File: src/rtl/glyph_pointer_gen_pkg.sv
// glyph_pointer_gen_pkg
//    Shared glyph codes, default glyph geometry and blink rate, and a
//    width helper used by the interface and the modules.
package glyph_pointer_gen_pkg;

   typedef logic [3:0] glyph_t;

   localparam glyph_t GLYPH_AM    = 4'd10;
   localparam glyph_t GLYPH_PM    = 4'd11;
   localparam glyph_t GLYPH_24H   = 4'd12;
   localparam glyph_t GLYPH_ROJO  = 4'd13;
   localparam glyph_t GLYPH_VERDE = 4'd14;
   localparam glyph_t GLYPH_BLANK = 4'd15;

   localparam int DEF_DIGIT_H      = 60;
   localparam int DEF_LABEL_H      = 20;
   localparam int DEF_BLINK_FRAMES = 30;

   // Index width for n items, never narrower than one bit.
   function automatic int idx_w(input int n);
      return (n > 1) ? $clog2(n) : 1;
   endfunction

endpackage

File: src/rtl/glyph_pointer_gen_if.sv
// glyph_pointer_gen_if
//    Bundles the slot-write port, blink controls, pixel request and
//    pointer result of glyph_pointer_gen.
//    master: drives wr_*, blink_mask, frame_tick, pix_*; receives out_*.
//    slave : the pointer generator.
interface glyph_pointer_gen_if #(
   parameter int SLOTS  = 6,
   parameter int ROW_W  = 6,
   parameter int ADDR_W = 10
);
   import glyph_pointer_gen_pkg::*;

   localparam int SLOT_W = idx_w(SLOTS);

   logic              wr_en;
   logic [SLOT_W-1:0] wr_slot;
   glyph_t            wr_value;
   logic [SLOTS-1:0]  blink_mask;
   logic              frame_tick;
   logic              pix_valid;
   logic [SLOT_W-1:0] pix_slot;
   logic [ROW_W-1:0]  pix_row;
   logic              out_valid;
   logic [ADDR_W-1:0] out_addr;
   logic              out_kind;
   logic              out_blank;

   modport master (
      output wr_en, wr_slot, wr_value, blink_mask, frame_tick,
      output pix_valid, pix_slot, pix_row,
      input  out_valid, out_addr, out_kind, out_blank
   );

   modport slave (
      input  wr_en, wr_slot, wr_value, blink_mask, frame_tick,
      input  pix_valid, pix_slot, pix_row,
      output out_valid, out_addr, out_kind, out_blank
   );

endinterface

File: src/rtl/glyph_pointer_lut.sv
// glyph_pointer_lut
//    Combinational map from a glyph code to its ROM base pointer, ROM
//    select and glyph height.
//    i_value  : glyph code
//    o_ptr    : base address of the glyph in its ROM
//    o_kind   : 0 = digit ROM, 1 = label ROM
//    o_height : glyph height in rows
//    o_blank  : code draws nothing
module glyph_pointer_lut
   import glyph_pointer_gen_pkg::*;
#(
   parameter int DIGIT_H = DEF_DIGIT_H,
   parameter int LABEL_H = DEF_LABEL_H,
   parameter int ADDR_W  = 10
) (
   input  glyph_t            i_value,
   output logic [ADDR_W-1:0] o_ptr,
   output logic              o_kind,
   output logic [ADDR_W-1:0] o_height,
   output logic              o_blank
);

   always_comb begin
      o_ptr    = '0;
      o_kind   = 1'b1;
      o_height = ADDR_W'(LABEL_H);
      o_blank  = 1'b0;
      if (i_value <= 4'd9) begin
         o_ptr    = ADDR_W'(int'(i_value) * DIGIT_H);
         o_kind   = 1'b0;
         o_height = ADDR_W'(DIGIT_H);
      end else begin
         // The label ROM holds two glyphs: AM/24H/Rojo share the first,
         // PM/Verde share the second.
         case (i_value)
            GLYPH_PM, GLYPH_VERDE: o_ptr   = ADDR_W'(LABEL_H);
            GLYPH_BLANK:           o_blank = 1'b1;
            default:               o_ptr   = '0;
         endcase
      end
   end

endmodule

File: src/rtl/glyph_pointer_gen.sv
// glyph_pointer_gen
//    Per-pixel glyph ROM pointer generator. Holds a bank of slot glyph
//    codes and a frame-based blink timer; each pixel request is turned
//    into a ROM address two cycles later with no stalls.
//    i_clk   : rising-edge clock
//    i_reset : synchronous active-high reset
//    bus     : slot writes, blink controls, pixel request, result
module glyph_pointer_gen
   import glyph_pointer_gen_pkg::*;
#(
   parameter int SLOTS        = 6,
   parameter int DIGIT_H      = DEF_DIGIT_H,
   parameter int LABEL_H      = DEF_LABEL_H,
   parameter int ROW_W        = 6,
   parameter int ADDR_W       = 10,
   parameter int BLINK_FRAMES = DEF_BLINK_FRAMES
) (
   input  logic              i_clk,
   input  logic              i_reset,
   glyph_pointer_gen_if.slave bus
);

   localparam int SLOT_W = idx_w(SLOTS);
   localparam int CNT_W  = idx_w(BLINK_FRAMES);
   localparam int CMP_W  = (ROW_W > ADDR_W) ? ROW_W : ADDR_W;

   if (10 * DIGIT_H > (1 << ADDR_W)) begin : g_addr_chk
      $error("glyph_pointer_gen: 10*DIGIT_H does not fit in ADDR_W bits");
   end

   glyph_t             r_slots [SLOTS];
   logic [CNT_W-1:0]   r_blink_cnt;
   logic               r_blink_phase;
   logic [1:0]         r_vld_pipe;
   glyph_t             r_s1_value;
   logic [ROW_W-1:0]   r_s1_row;
   logic               r_s1_blink;
   logic [ADDR_W-1:0]  r_out_addr;
   logic               r_out_kind;
   logic               r_out_blank;

   glyph_t             w_rd_value;
   logic               w_mask_bit;
   logic [ADDR_W-1:0]  w_ptr;
   logic [ADDR_W-1:0]  w_height;
   logic               w_kind;
   logic               w_lut_blank;
   logic               w_blank;
   logic [ADDR_W-1:0]  w_addr;

   // Stage 1 read. An out-of-range slot matches nothing and falls through
   // as the blank code, which also keeps the mask index in range.
   always_comb begin
      w_rd_value = GLYPH_BLANK;
      w_mask_bit = 1'b0;
      for (int i = 0; i < SLOTS; i++) begin
         if (bus.pix_slot == SLOT_W'(i)) begin
            w_rd_value = r_slots[i];
            w_mask_bit = bus.blink_mask[i];
         end
      end
   end

   glyph_pointer_lut #(
      .DIGIT_H (DIGIT_H),
      .LABEL_H (LABEL_H),
      .ADDR_W  (ADDR_W)
   ) u_lut (
      .i_value  (r_s1_value),
      .o_ptr    (w_ptr),
      .o_kind   (w_kind),
      .o_height (w_height),
      .o_blank  (w_lut_blank)
   );

   assign w_blank = w_lut_blank | r_s1_blink | (CMP_W'(r_s1_row) >= CMP_W'(w_height));
   assign w_addr  = w_ptr + ADDR_W'(r_s1_row);

   always_ff @(posedge i_clk) begin
      if (i_reset) begin
         for (int i = 0; i < SLOTS; i++) r_slots[i] <= GLYPH_BLANK;
         r_blink_cnt   <= '0;
         r_blink_phase <= 1'b0;
         r_vld_pipe    <= '0;
         r_s1_value    <= GLYPH_BLANK;
         r_s1_row      <= '0;
         r_s1_blink    <= 1'b0;
         r_out_addr    <= '0;
         r_out_kind    <= 1'b0;
         r_out_blank   <= 1'b1;
      end else begin
         for (int i = 0; i < SLOTS; i++) begin
            if (bus.wr_en && bus.wr_slot == SLOT_W'(i)) r_slots[i] <= bus.wr_value;
         end
         if (bus.frame_tick) begin
            if (r_blink_cnt == CNT_W'(BLINK_FRAMES - 1)) begin
               r_blink_cnt   <= '0;
               r_blink_phase <= ~r_blink_phase;
            end else begin
               r_blink_cnt <= r_blink_cnt + 1'b1;
            end
         end
         r_vld_pipe <= {r_vld_pipe[0], bus.pix_valid};
         r_s1_value <= w_rd_value;
         r_s1_row   <= bus.pix_row;
         // Blink decision uses the phase/mask seen when the request entered.
         r_s1_blink <= r_blink_phase & w_mask_bit;
         if (r_vld_pipe[0]) begin
            r_out_addr  <= w_blank ? '0 : w_addr;
            r_out_kind  <= w_kind;
            r_out_blank <= w_blank;
         end
      end
   end

   assign bus.out_valid = r_vld_pipe[1];
   assign bus.out_addr  = r_out_addr;
   assign bus.out_kind  = r_out_kind;
   assign bus.out_blank = r_out_blank;

endmodule

File: src/flat_wrapper.sv
// flat-port wrapper written by rule: the top's interface ports become plain ports
module glyph_pointer_gen_flat import glyph_pointer_gen_pkg::*;
#(
   parameter int SLOTS        = 6,
   parameter int DIGIT_H      = DEF_DIGIT_H,
   parameter int LABEL_H      = DEF_LABEL_H,
   parameter int ROW_W        = 6,
   parameter int ADDR_W       = 10,
   parameter int BLINK_FRAMES = DEF_BLINK_FRAMES
)
  (i_clk, i_reset, bus_wr_en, bus_wr_slot, bus_wr_value, bus_blink_mask, bus_frame_tick, bus_pix_valid, bus_pix_slot, bus_pix_row, bus_out_valid, bus_out_addr, bus_out_kind, bus_out_blank);
  glyph_pointer_gen_if #(.SLOTS(SLOTS), .ROW_W(ROW_W), .ADDR_W(ADDR_W)) bus_i ();
  input  logic i_clk;
  input  logic i_reset;
  input wire logic [$bits(bus_i.wr_en)-1:0] bus_wr_en;
  input wire logic [$bits(bus_i.wr_slot)-1:0] bus_wr_slot;
  input wire logic [$bits(bus_i.wr_value)-1:0] bus_wr_value;
  input wire logic [$bits(bus_i.blink_mask)-1:0] bus_blink_mask;
  input wire logic [$bits(bus_i.frame_tick)-1:0] bus_frame_tick;
  input wire logic [$bits(bus_i.pix_valid)-1:0] bus_pix_valid;
  input wire logic [$bits(bus_i.pix_slot)-1:0] bus_pix_slot;
  input wire logic [$bits(bus_i.pix_row)-1:0] bus_pix_row;
  output wire logic [$bits(bus_i.out_valid)-1:0] bus_out_valid;
  output wire logic [$bits(bus_i.out_addr)-1:0] bus_out_addr;
  output wire logic [$bits(bus_i.out_kind)-1:0] bus_out_kind;
  output wire logic [$bits(bus_i.out_blank)-1:0] bus_out_blank;
  assign bus_i.wr_en = bus_wr_en;
  assign bus_i.wr_slot = bus_wr_slot;
  assign bus_i.wr_value = bus_wr_value;
  assign bus_i.blink_mask = bus_blink_mask;
  assign bus_i.frame_tick = bus_frame_tick;
  assign bus_i.pix_valid = bus_pix_valid;
  assign bus_i.pix_slot = bus_pix_slot;
  assign bus_i.pix_row = bus_pix_row;
  assign bus_out_valid = bus_i.out_valid;
  assign bus_out_addr = bus_i.out_addr;
  assign bus_out_kind = bus_i.out_kind;
  assign bus_out_blank = bus_i.out_blank;
  glyph_pointer_gen #(.SLOTS(SLOTS), .DIGIT_H(DIGIT_H), .LABEL_H(LABEL_H), .ROW_W(ROW_W), .ADDR_W(ADDR_W), .BLINK_FRAMES(BLINK_FRAMES)) u_core (.i_clk(i_clk), .i_reset(i_reset), .bus(bus_i));
endmodule
File: config.mk
export PLATFORM = sky130hd
export DESIGN_NAME = glyph_pointer_gen_flat
export DESIGN_NICKNAME = d
export VERILOG_FILES = /design/src/rtl/glyph_pointer_gen_pkg.sv /design/src/rtl/glyph_pointer_gen_if.sv /design/src/rtl/glyph_pointer_lut.sv /design/src/rtl/glyph_pointer_gen.sv /design/src/flat_wrapper.sv
export SDC_FILE = /design/constraint.sdc
export NUM_CORES = 1
export LEC_CHECK = 0
export BUFFER_PORTS_ARGS = -buffer_cell sky130_fd_sc_hd__buf_2
export CAP_MARGIN = 20
export CORE_ASPECT_RATIO = 0.9
export CORE_MARGIN = 3
export CORE_UTILIZATION = 61
export CTS_CLUSTER_DIAMETER = 40
export DETAILED_ROUTE_END_ITERATION = 12
export HOLD_SLACK_MARGIN = 0.05
export PLACE_DENSITY = 0.9
export RECOVER_POWER = 50
export SLEW_MARGIN = 25
export SYNTH_ARGS = -nofsm -noshare
export SYNTH_HDL_FRONTEND = slang
export SYNTH_SLANG_ARGS = --single-unit
File: constraint.sdc
create_clock -name i_clk -period 6.2 [get_ports i_clk]
set_clock_uncertainty 0.2 [all_clocks]
set_input_delay 0.93 -clock i_clk [delete_from_list [all_inputs] [get_ports i_clk]]
set_output_delay 0.93 -clock i_clk [all_outputs]
set_load 0.1 [all_outputs]
==> PnR_summary.wiki, run 1 <==
{| class="wikitable"
! Metric !! Value
|-
| PnR worst setup slack || between 2 and 3 ns
|-
| Number of iterations in the first detailed-routing pass || 4
|-
| Number of buffers inserted during clock tree synthesis || 5
|-
| Share of the clock period used by the worst path after layout || between 50% and 60%
|-
| Failing checks || capacitance limit
|-
| Final Hold Fails || 0
|-
| Row Count || 23
|-
| Number of I/O port buffers || 39
|-
| Maximum achievable frequency || approximately 280 MHz
|-
| Largest voltage drop on the vdd net || between 0.1 and 0.15 mV
|-
| Part of the total power dissipated in combinational logic || roughly a quarter
|-
| Sequential power share || a little under half
|-
| Leakage || about 1.4 nW
|-
| Wirelength per Cell || about 15 um
|-
| Layout area overhead || 11.6%
|-
| Master cell of the clock root buffer || sky130_fd_sc_hd__clkbuf_8
|-
| FF-to-FF setup slack || ~2.7 ns
|-
| Fraction of the core area covered by cells at the end of the flow || slightly above 70%
|-
| RSZ-0062 raised after global routing || no
|-
| Mapped Avg Cell Area || approximately 11 um^2
|-
| Drt total wl || 5690 um
|-
| Core box area || about 0.0046 mm^2
|-
| Seq cells post-synth || between 50 and 60
|-
| Number of clock sinks seen by CTS || 55
|-
| Cell with the most instances after synthesis || sky130_fd_sc_hd__dfxtp_1
|-
| Worst setup SP type || register
|-
| Final routed DRC violation total || 0
|-
| Final global-route overflow total || 0
|-
| Ant. Diodes || 0
|-
| Clk Latency, worst-skew pair || between 0.3 and 0.4 ns
|-
| Share of the yosys chip area belonging to registers || ~45%
|-
| Number of buffers on the longest clock path || 2
|-
| Average via count per standard cell || between 5 and 6
|-
| Total nets after synthesis || between 300 and 400
|-
| Number of antenna violations at the first check in global routing || 0
|-
| R2R Path Start || u_core.r_s1_value[2]
|-
| Synth cell types || between 40 and 50
|-
| Count of mapped cells out of synthesis || 278
|-
| Arr. time, crit path || roughly 3.6 ns
|-
| Setup bufs post-CTS || 0
|-
| Yosys synthesis warning count || 0
|-
| Tightest Pin Transition || roughly 1.5 ns
|-
| Share of synthesized flip-flops with an asynchronous set or reset || 0%
|-
| Inst Count DP || 372
|-
| Beginning of the worst hold path || u_core.r_s1_row[1]
|-
| HPWL Detailed || between 4000 and 5000 um
|-
| Worst min-delay path endpoint || u_core.bus.out_addr[1]
|-
| Worst slew slack as a fraction of its limit || 0.342%
|-
| Placer Congestion || about 0.9
|-
| Leading post-synthesis cells by instance count || sky130_fd_sc_hd__dfxtp_1, sky130_fd_sc_hd__edfxtp_1, sky130_fd_sc_hd__nor2_1
|-
| Floorplan die area || slightly below 0.006 mm^2
|-
| Final sum of negative setup slack || 0 ns
|-
| Critical Path RT || between 6 and 7 ns
|-
| Number of gates resized after cts || 0
|-
| Classification of the worst setup path || reg2reg
|-
| Die Y-Extent || 72.6 um
|-
| Clock slew at reported path FFs || roughly 0.09 ns
|-
| Fraction of layout instances using a drive strength above 1 || between 20% and 30%
|-
| Netlist Area Pre-Place || 0.00300 mm^2
|-
| Hold_buf cts || 0
|-
| Number of flops mapped to enable cells by yosys || 24
|-
| Number of inserted filler cells in the final layout || ~330
|-
| Max FO, Critical Path || 10
|-
| Number of nets in the layout || between 300 and 400
|-
| Final setup fails || 0
|-
| Outcome || finished, violations left
|-
| Max-cap violation count || 1
|-
| Clock tree from TritonCTS || built
|-
| First-pass GRT wire length || approximately 9400 um
|-
| Pwr Total || just under 0.9 mW
|-
| Worst Hold Class || reg2reg
|-
| Main flop type after synthesis || sky130_fd_sc_hd__dfxtp_1
|-
| Share of the synthesized area in the top cell type || 24.0%
|-
| Pre-CTS setup slack || between 2 and 3 ns
|-
| Proportion of power drawn by the clock network || between 20% and 30%
|-
| Width of the die || 79.9 um
|-
| Total track usage || a little over a fifth
|-
| Number of global-route vias before repair || 2,041
|-
| Cell accounting for the most synthesized area || sky130_fd_sc_hd__edfxtp_1
|-
| Number of cells traversed by the worst hold path || 2
|-
| Kind of end point of the critical path || register
|-
| Vias after detailed routing || between 2,000 and 2,500
|-
| Switching share of total power || 30.4%
|-
| Starting utilization of the core area || around two thirds
|-
| Largest net degree at the start of global routing || 44
|-
| IO Count || 40
|-
| Post-route minimum period || 3.55 ns
|-
| Number of nets still failing antenna checks after routing || 0
|-
| Internal power || about 0.61 mW
|-
| Number of cells on the worst reg-to-reg path || 13
|-
| Number of max-slew violations in the final report || 0
|-
| End of the worst register-to-register path || u_core.bus.out_addr[8]
|-
| Non-filler cells in the finished layout || between 300 and 400
|-
| Cell types with the largest area share after synthesis || sky130_fd_sc_hd__edfxtp_1, sky130_fd_sc_hd__dfxtp_1, sky130_fd_sc_hd__ha_1
|-
| Detailed router's first-iteration violation count || about 120
|-
| CTS H-Tree Depth || 2
|-
| Net switching power figure || roughly 0.27 mW
|-
| PwrDens || ~260 mW/mm^2
|}
layout by cell type (no fill, tap or decap), types with 9 or more instances in the layout:
| master | n |
|---|---|
| sky130_fd_sc_hd__nor2_1 | 24 |
| sky130_fd_sc_hd__nor2b_1 | 18 |
| sky130_fd_sc_hd__or3_1 | 9 |
| sky130_fd_sc_hd__a21oi_1 | 12 |
| sky130_fd_sc_hd__inv_1 | 20 |
| sky130_fd_sc_hd__buf_2 | 38 |
| sky130_fd_sc_hd__or2_2 | 12 |
| sky130_fd_sc_hd__nand2b_1 | 12 |
| sky130_fd_sc_hd__dfxtp_1 | 31 |
| sky130_fd_sc_hd__nand2_1 | 9 |
| sky130_fd_sc_hd__edfxtp_1 | 24 |
| sky130_fd_sc_hd__ha_1 | 23 |
logic make-up after synthesis:
group / after synthesis / share of synthesized area (%)
xor+xnor: 12 / 3.50
fa+ha+maj: 29 / 13.6
compound gates: 40 / 9.55
buf+inv: 26 / 3.33
flops: 55 / 44.7
mux: 11 / 5.88
simple gates: 105 / 19.5
metrics by stage:
stage	hold slack, ns	instance area, um^2
floorplan	0.229	3000
detailed placement	0.255	3250
global placement	0.238	3250
global route	0.297	3350
finish	0.268	3350
CTS	0.276	3350
power by group through the flow:
stage | clock, mW | sequential, mW | combinational (mW)
3_3_place_gp | 0 | 0.417 | 0.219
6_report | 0.233 | 0.410 | 0.229
3_5_place_dp | 0 | 0.419 | 0.227
4_1_cts | 0.233 | 0.411 | 0.229
2_1_floorplan | 0 | 0.442 | 0.149
5_1_grt | 0.252 | 0.413 | 0.251
final cells by class:
cell class              count  area [um^2]  share of cell area, %
well taps                  62         77.6                   2.32
repair buffers             39          194                   5.79
inverters                  19         71.3                   2.13
clock buffers               6         72.6                   2.17
clock inverters             2         33.8                   1.01
multi-input cells         197         1560                   46.6
flip-flops and latches     55         1340                   40.0
state kept, by name, indices dropped and copies added (netlist names):
signal                cells
u_core.r_slots           24
u_core.bus.out_addr      10
u_core.r_s1_row           6
u_core.r_blink_cnt        5
u_core.r_s1_value         4
u_core.r_vld_pipe         2
u_core.bus.out_blank      1
u_core.bus.out_kind       1
u_core.r_blink_phase      1
u_core.r_s1_blink         1
critical path, cell delays in order (launching register included):
cell,delay [ns]
sky130_fd_sc_hd__dfxtp_1,0.46
sky130_fd_sc_hd__inv_1,0.13
sky130_fd_sc_hd__ha_1,0.26
sky130_fd_sc_hd__nand2_2,0.11
sky130_fd_sc_hd__o21ai_2,0.13
sky130_fd_sc_hd__a221o_1,0.31
sky130_fd_sc_hd__a21boi_0,0.15
sky130_fd_sc_hd__ha_1,0.26
sky130_fd_sc_hd__fa_1,0.42
sky130_fd_sc_hd__a21o_1,0.19
sky130_fd_sc_hd__a21oi_1,0.21
sky130_fd_sc_hd__and3b_1,0.22
sky130_fd_sc_hd__or3_1,0.30
sky130_fd_sc_hd__o311ai_1,0.08
per-layer routing:
layer / GRT usage [%] / vias to the layer above / routed length (um)
met2: 37.3 / 66 / 2960
met3: 5.46 / 13 / 310
met1: 25.4 / 989 / 2310
met5: 0 / - / 0
met4: 7.69 / 0 / 108
li1: - / 1041 / -
how the worst max path moves through the flow:
stage | from | endpoint | slack, ns | depth (start not counted)
after CTS | u_core.r_s1_value[2] | u_core.bus.out_addr[8] | 2.69 | 13
after floorplan | u_core.r_s1_value[0] | u_core.bus.out_addr[8] | 2.95 | 10
after global routing | u_core.r_s1_value[2] | u_core.bus.out_addr[9] | 2.43 | 12
after global placement | u_core.r_s1_value[2] | u_core.bus.out_addr[8] | 2.84 | 13
after detailed placement | u_core.r_s1_value[2] | u_core.bus.out_addr[8] | 2.73 | 13
final | u_core.r_s1_value[2] | u_core.bus.out_addr[8] | 2.65 | 13
Note: power is estimated with default switching activity, not from simulation.
==> run 2: changes to the inputs <==
- CORE_UTILIZATION: 61 -> 57
- PLACE_DENSITY: 0.9 -> 0.85
- clock period: 6.2 -> 3.45 ns (I/O delays scaled with it)
==> run 2 against run 1 <==
The run ends with setup timing left. Die area up 6.5%. Count of clock-buffer cells in the layout unchanged. Sequential cell count unchanged. Critical path depth down 1. Sequential share of layout area down 0.59 points. Clock power up 84%. Setup slack worse by 2.7 ns. Global-route usage down 2.1 points. Wire length down 3.8%. Power up 82%. Via count down 2.4%. Highest routed layer unchanged.
==> PnR_summary.wiki, run 2 (synthesis results as in run 1) <==
{| class="wikitable"
! Metric !! Value
|-
| Failing checks || setup timing
|-
| HPWL Detailed || 4120 um
|-
| CP top delay family || adder cells
|-
| Number of cells traversed by the worst hold path || 2
|-
| Tightest Pin Transition || 0.671 ns
|-
| Number of global-route vias before repair || 1,977
|-
| Kind of end point of the critical path || register
|-
| Classification of the worst setup path || reg2reg
|-
| Max FO, Critical Path || 3
|-
| Final routed DRC violation total || 0
|-
| Vias after detailed routing || around 2,100
|-
| Worst hold slack || 0.217 ns
|-
| Placer Congestion || slightly above 0.9
|-
| CTS H-Tree Depth || 2
|-
| Fraction of layout instances using a drive strength above 1 || between 20 and 30%
|-
| PwrDens || between 400 and 500 mW/mm^2
|-
| Hold_buf cts || 0
|-
| Number of clock sinks seen by CTS || 55
|-
| Maximum achievable frequency || ~290 MHz
|-
| Leading cell type in the layout, fill and taps excluded || sky130_fd_sc_hd__buf_2
|-
| Clock tree from TritonCTS || built
|-
| Outcome || finished, violations left
|-
| R2R Path Start || u_core.r_s1_value[1]
|-
| Clk Latency, worst-skew pair || 0.30 ns
|-
| Number of iterations in the first detailed-routing pass || 4
|-
| End of the worst register-to-register path || u_core.bus.out_addr[9]
|-
| Total track usage || between 15 and 20%
|-
| Master cell of the clock root buffer || sky130_fd_sc_hd__clkbuf_8
|-
| Longest individual stage delay on the worst path || 0.55 ns
|-
| Final sum of negative setup slack || -0.0462 ns
|-
| Die Y-Extent || 74.8 um
|-
| First-pass GRT wire length || approximately 9000 um
|-
| Largest voltage drop on the vdd net || roughly 0.4 mV
|-
| Row Count || 24
|-
| Post-route minimum period || around 3.5 ns
|-
| IO Count || 40
|-
| RSZ-0062 raised after global routing || yes
|-
| Layout area overhead || 13.8%
|-
| PnR worst setup slack || -0.0372 ns
|-
| Number of nets in the layout || 378
|-
| Number of buffers inserted during clock tree synthesis || 5
|-
| Worst slew slack as a fraction of its limit || between 50% and 60%
|-
| Share of the clock period used by the worst path after layout || 101%
|-
| Commonest cells after routing, fill and taps aside || sky130_fd_sc_hd__buf_2, sky130_fd_sc_hd__dfxtp_1, sky130_fd_sc_hd__nor2_1, sky130_fd_sc_hd__edfxtp_1, sky130_fd_sc_hd__ha_1
|-
| Drt total wl || about 5500 um
|-
| Width of the die || a little over 80 um
|-
| Average via count per standard cell || approximately 5.3
|-
| Largest register by flop count || u_core.r_slots
|-
| Number of inserted filler cells in the final layout || ~370
|-
| Most frequent CP cell || sky130_fd_sc_hd__fa_1
|-
| Final setup fails || 2
|-
| Pre-CTS setup slack || roughly 0.004 ns
|-
| Worst Hold Class || in2reg
|-
| Slowest CP cell || sky130_fd_sc_hd__fa_1
|-
| Ant. Diodes || 0
|-
| Wirelength per Cell || 14.1 um
|-
| Critical Path RT || 3.42 ns
|-
| Number of max-slew violations in the final report || 0
|-
| Arr. time, crit path || 3.45 ns
|-
| Worst min-delay path endpoint || u_core.r_s1_row[1]
|-
| Final global-route overflow total || 0
|-
| Number of nets still failing antenna checks after routing || 0
|-
| Crit path buffers/inverters || 1
|-
| Beginning of the worst hold path || bus_pix_row[1]
|-
| Leakage || 1.46 nW
|-
| Number of buffers on the longest clock path || 2
|-
| Core box area || about 0.0050 mm^2
|-
| Detailed router's first-iteration violation count || 168
|-
| Max FFs per register || 24
|-
| Number of cells on the worst reg-to-reg path || 12
|-
| Sequence of cells on the critical path || fa_1, inv_1, fa_1, fa_1, nor2_1, ha_1, o21ai_1, nor2_1, o211a_1, nand4_1, xnor2_1, o32ai_1
|-
| Largest net degree at the start of global routing || 44
|-
| Starting utilization of the core area || 60.6%
|-
| Number of antenna violations at the first check in global routing || 0
|-
| Startpoint of the most critical setup path || u_core.r_s1_value[1]
|-
| FF-to-FF setup slack || -0.04 ns
|-
| Worst setup SP type || register
|-
| Clock slew at reported path FFs || about 0.10 ns
|-
| Max-cap violation count || 0
|-
| Number of I/O port buffers || 39
|-
| Floorplan die area || ~0.0062 mm^2
|-
| Number of stages on the worst setup path || 12
|-
| Final Hold Fails || 0
|}
==> run 2: changes by cell type in the layout (fill, tap and decap cells not counted), sizes merged <==
cell  previous run  this run
buf             38        43
==> run 2: stage by stage <==
stage	cells	total power [mW]	cell area, um^2	util (%)
6_report	388	1.59	3420	69.0
5_1_grt	388	1.68	3420	69.0
4_1_cts	385	1.58	3380	68.2
3_5_place_dp	377	1.16	3260	65.9
3_3_place_gp	377	1.15	3260	65.9
2_1_floorplan	278	1.06	3000	-
==> run 2: area by class of cell <==
type                            count  area (um^2)  area share [%]
Sequential cell                    55         1350            39.4
Timing Repair Buffer               44          231            6.77
Clock inverter                      2         38.8            1.14
Inverter                           19         71.3            2.09
Clock buffer                        6         72.6            2.12
Tap cell                           65         81.3            2.38
Multi-Input combinational cell    197         1570            46.1
==> run 2: layer usage <==
metal	track usage (%)	wire length (um)	share of wire, %
met5	0	0	0
met1	24.3	2410	44
met3	4.67	242	4.4
met2	33.1	2770	51
met4	5.44	54	0.99
==> run 2: power by group <==
part | leakage (nW) | switching (mW) | internal [mW]
Sequential | 0.492 | 0.0218 | 0.715
Clock | 0.0558 | 0.208 | 0.220
Combinational | 0.914 | 0.253 | 0.171
Total | 1.46 | 0.483 | 1.11
==> run 2: timing repair <==
| action | CTS | global route |
|---|---|---|
| pin swaps | 0 | 6 |
| gates cloned | 0 | 0 |
| gates resized for setup | 2 | 7 |
| hold endpoints to repair | 0 | 0 |
| endpoints found under the setup margin | 2 | 3 |
| buffers inserted | 0 | 3 |
==> run 2: worst max-delay path by stage <==
stage	end	slack, ns
2_1_floorplan	u_core.bus.out_addr[8]	0.20
3_3_place_gp	u_core.bus.out_addr[8]	0.09
3_5_place_dp	u_core.bus.out_addr[8]	0.004
4_1_cts	u_core.bus.out_addr[8]	0.01
5_1_grt	u_core.bus.out_addr[9]	-0.19
6_report	u_core.bus.out_addr[9]	-0.04
